==> src/rtl/halt_ctrl.sv <==
// Halt/stall controller: stalls the PC for input, output, halt and stop instructions.
// Optional macro HALT_TIMEOUT_EN adds an auto-resume counter in HALT.
module halt_ctrl #(
    parameter int unsigned HALT_TIMEOUT = 50000000,
    parameter int unsigned CNT_W        = 26
) (
    input  logic       clk,
    input  logic       rst_n,
    input  logic       instr_valid,
    input  logic       haltOp,
    input  logic       sleep,
    input  logic       inop,
    input  logic       outop,
    input  logic       confirm,
    input  logic       resume,
    input  logic       out_ack,
    output logic       pc_en,
    output logic       in_latch,
    output logic       out_req,
    output logic       halted,
    output logic       stopped,
    output logic [2:0] state
);

    typedef enum logic [2:0] {
        RUN      = 3'd0,
        WAIT_IN  = 3'd1,
        WAIT_OUT = 3'd2,
        HALT     = 3'd3,
        STOP     = 3'd4
    } state_t;

    if (64'(HALT_TIMEOUT) >= (64'd1 << CNT_W)) begin : g_bad_cnt_w
        $error("halt_ctrl: CNT_W too narrow for HALT_TIMEOUT");
    end

    state_t     r_state;
    state_t     w_next;
    logic       w_pc_en;
    logic       w_in_latch;
    logic       w_tmo;
    logic       w_req;

    // Index 0 = confirm, 1 = resume
    logic [1:0] w_pin;
    logic [1:0] r_sync1;
    logic [1:0] r_sync2;
    logic [1:0] r_prev;
    logic [1:0] r_arm;
    logic [1:0] r_live;
    logic [1:0] w_pulse;
    logic       w_conf_p;
    logic       w_res_p;

    assign w_pin = {resume, confirm};

    // Synchronizer plus edge detector; r_arm requires a low level seen after reset
    // so a button held through reset cannot fire.
    always_ff @(posedge clk or negedge rst_n) begin
        if (!rst_n) begin
            r_sync1 <= '0;
            r_sync2 <= '0;
            r_prev  <= '0;
            r_arm   <= '0;
            r_live  <= '0;
        end else begin
            r_sync1 <= w_pin;
            r_sync2 <= r_sync1;
            r_prev  <= r_sync2;
            r_live  <= {r_live[0], 1'b1};
            r_arm   <= r_arm | ({2{r_live[1]}} & ~r_sync2);
        end
    end

    assign w_pulse  = r_arm & r_sync2 & ~r_prev;
    assign w_conf_p = w_pulse[0];
    assign w_res_p  = w_pulse[1];

`ifdef HALT_TIMEOUT_EN
    logic [CNT_W-1:0] r_cnt;

    // Zero outside HALT, so it starts at 0 on every HALT entry.
    always_ff @(posedge clk or negedge rst_n) begin
        if (!rst_n) begin
            r_cnt <= '0;
        end else if (r_state != HALT) begin
            r_cnt <= '0;
        end else begin
            r_cnt <= r_cnt + CNT_W'(1);
        end
    end

    assign w_tmo = (r_state == HALT) && (r_cnt == CNT_W'(HALT_TIMEOUT - 1));
`else
    assign w_tmo = 1'b0;
`endif

    assign w_req = instr_valid && (sleep || haltOp || inop || outop);

    always_comb begin
        w_next     = r_state;
        w_pc_en    = 1'b0;
        w_in_latch = 1'b0;
        case (r_state)
            RUN: begin
                w_pc_en = !w_req;
                if (instr_valid) begin
                    if (sleep)       w_next = STOP;
                    else if (haltOp) w_next = HALT;
                    else if (inop)   w_next = WAIT_IN;
                    else if (outop)  w_next = WAIT_OUT;
                end
            end
            WAIT_IN: begin
                if (w_conf_p) begin
                    w_in_latch = 1'b1;
                    w_pc_en    = 1'b1;
                    w_next     = RUN;
                end
            end
            WAIT_OUT: begin
                if (out_ack) begin
                    w_pc_en = 1'b1;
                    w_next  = RUN;
                end
            end
            HALT: begin
                if (w_conf_p || w_res_p || w_tmo) begin
                    w_pc_en = 1'b1;
                    w_next  = RUN;
                end
            end
            STOP:    w_next = STOP;
            default: w_next = RUN;
        endcase
    end

    always_ff @(posedge clk or negedge rst_n) begin
        if (!rst_n) begin
            r_state <= RUN;
        end else begin
            r_state <= w_next;
        end
    end

    assign pc_en    = w_pc_en & rst_n;
    assign in_latch = w_in_latch & rst_n;
    assign out_req  = (r_state == WAIT_OUT);
    assign halted   = (r_state == HALT);
    assign stopped  = (r_state == STOP);
    assign state    = r_state;

endmodule

==> config.mk <==
export PLATFORM = sky130hd
export DESIGN_NAME = halt_ctrl
export DESIGN_NICKNAME = d
export VERILOG_FILES = /design/src/rtl/halt_ctrl.sv
export SDC_FILE = /design/constraint.sdc
export NUM_CORES = 1
export LEC_CHECK = 0
export CAP_MARGIN = 5
export CORE_AREA = 3 3 40 42
export CTS_BUF_LIST = sky130_fd_sc_hd__clkbuf_2
export DETAILED_ROUTE_END_ITERATION = 12
export DIE_AREA = 0 0 43 45
export PLACE_DENSITY = 0.83
export SLEW_MARGIN = 20
export SYNTH_ARGS = -nofsm -noshare
export SYNTH_HDL_FRONTEND = slang
export SYNTH_SLANG_ARGS = --single-unit
==> constraint.sdc <==
create_clock -name clk -period 2.1 [get_ports clk]
set_clock_uncertainty 0.2 [all_clocks]
set_input_delay 0.63 -clock clk [delete_from_list [all_inputs] [get_ports clk]]
set_output_delay 0.63 -clock clk [all_outputs]
set_load 0.01 [all_outputs]
==> results_dict.tcl <==
set metrics [dict create \
    required_ps 1270 \
    worst-path-max-fanout 2 \
    finalSetupViolCount 2 \
    io_buffers 17 \
    yosysSeqAreaShare 0.6176 \
    totalWireLength_mm 1.270 \
    fmax_mhz 437.0 \
    netlist_instances 45 \
    power_leakage_nw 0.4522 \
    diodes 0 \
    drv_cap 0 \
    vias 494 \
    clockRootBuffer "clkbuf_2" \
    setup_slack_ps -188.3 \
    period_needed_ps 2288 \
    hold_violations 0 \
    failed_checks "setup timing" \
    cts.sinks 13 \
    yosysMostFrequentCell "dfrtp_1" \
    clockBufferDepth 2 \
    avgRoutedWirePerCell_um 12.70 \
    synth_area_leaders "dfrtp_1, o41ai_2, a21oi_1" \
    cts_buffers 3 \
    end_kind "output port" \
    track_usage 0.1446 \
    hp-class "flop to flop" \
    remaining_drc_errors 0 \
    synth_top_cell_by_area "dfrtp_1" \
    rsz0062_at_grt "yes" \
    row_count 13 \
    drt_iter0_drc 1 \
    drive_above_1_share 0.4824 \
    post-route-period-util 1.090 \
    reg2reg_from "state[0]" \
    worstSetupPathType "input port to output port" \
    syn_nets 55 \
    critical_path.max_stage_delay_ps 390 \
    final_core_util 0.7147 \
    synth_edf_count 0 \
    die-area_um2 1935 \
    cts_tree "yes" \
    htree_levels 1 \
    synth_area_per_cell_um2 11.71 \
    synth_area_um2 526.8 \
    ant_nets 0 \
    path_delay_family "compound AO/OA/AOI/OAI gates" \
    io_pins 18 \
    slew_violations 0 \
    core_um2 1285 \
    crit_chain "buf_8, o41ai_4, a21oi_2, a21oi_2, buf_2" \
    grt_overflow 0 \
    avgViaCountPerCell 4.940 \
    synthTopCellsByCount "dfrtp_1, inv_1, a21oi_1, nor2_1, o21ai_0" \
    dp_hpwl_um 915.4 \
    die_w_um 43 \
    synthArstFlopShare 1.000 \
    crit_buf_inv 2 \
    startpoint_type "input port" \
    critPathLaunch "sleep" \
    grt_start_max_net_pins 14 \
    synth_seq_cells 13 \
    powerDensity_nw_per_um2 857.8 \
    crit_top_cell "a21oi_2" \
    worst_path_max_delay_cell "o41ai_4" \
    antenna_found_initial 0 \
    grt_pass1_vias 555 \
    start_util 0.4099 \
    syn2layout_area_growth_pct 74.35 \
    setup_tns_ps -199.6 \
    ir_drop_mv 0.5003 \
    synth_top_flop_cell "dfrtp_1" \
    status "finished, violations left" \
    insertion_delay_ps 240 \
    final_nets 96 \
    first_pass_iters 4 \
    gp_congestion 0.8240 \
    grt_pass1_wl_mm 2.159 \
    die_h_um 45 \
    ys_warn_count 0 \
    synth.distinct_cells 21 \
    hold_start "r_sync1[1]" \
    holdBufCountCts 0 \
    path_clk_slew_ps 100 \
    arrival_ps 1460 \
    synth_top_area_share 0.6176 \
]
registers in the layout, summed over array words and instances, names as in the netlist:
register and flops:
state 3, r_live 2, r_sync1 2, r_prev 2, r_arm 2, r_sync2 2
final timing paths:
kind	to	slack [ps]	cells after the start
min in group asynchronous	r_prev[1]	260	2
worst max-delay path	pc_en	-190	5
worst max register to register	state[1]	450	6
worst min-delay path	r_sync2[1]	160	0
worst min register to register	r_sync2[1]	160	0
max in group asynchronous	state[0]	1290	2
routing by layer:
layer | vias to the layer above | track usage | wire length, um | part of all wire
met1 | 227 | 0.1436 | 500 | 0.39
met5 | - | 0 | 0 | 0
met3 | 2 | 0.04382 | 111 | 0.087
li1 | 241 | - | - | -
met4 | 0 | 0.08434 | 11 | 0.0087
met2 | 24 | 0.2665 | 647 | 0.51
layout make-up:
type / count / area [um2]
timing repair buffer: 36 / 306.5
sequential: 13 / 325.3
inverter: 4 / 15.01
fill: 95 / 366.6
tap: 15 / 18.77
multi-input combinational: 28 / 232.7
clock buffer: 4 / 20.02
layout by cell type, fill, tap and decap left out, types with 3 or more instances in the layout:
master         count
buf_6              5
dlygate4sd2_1      6
buf_4             17
inv_1              4
dfrtp_1           13
buf_2              3
clkbuf_2           4
logic make-up (layout without fill, tap and decap cells):
family / after synthesis / count (layout) / synth area share
other: 1 / 1 / 0.007119
and+or+nand+nor: 15 / 15 / 0.1876
AOI/OAI and AO/OA: 12 / 12 / 0.1591
buffers and inverters: 4 / 44 / 0.02850
DFF: 13 / 13 / 0.6176
report_power, final:
group,internal [mW],switching [mW]
logic,0.216,0.157
clock network,0.0506,0.0652
registers,0.279,0.0202
timing repair:
action,CTS,global route
cloned,0,0
setup buffers,5,1
endpoints found under the setup margin,8,6
pin swaps,4,5
gates resized for setup,42,14
metrics by stage:
stage	area [um2]	hold slack [ps]	power, mW	setup WS [ps]	cells
2_1_floorplan	530.5	131.2	0.4188	5.911	45
3_3_place_gp	824.5	135.4	0.6012	-966.9	91
3_5_place_dp	824.5	136.2	0.6068	-1011	91
4_1_cts	888.4	161.8	0.7434	-202.8	100
5_1_grt	918.4	186.6	0.8414	-263.1	100
6_report	918.4	160.2	0.7878	-188.3	100
Note: power is estimated with default switching activity, not from simulation.
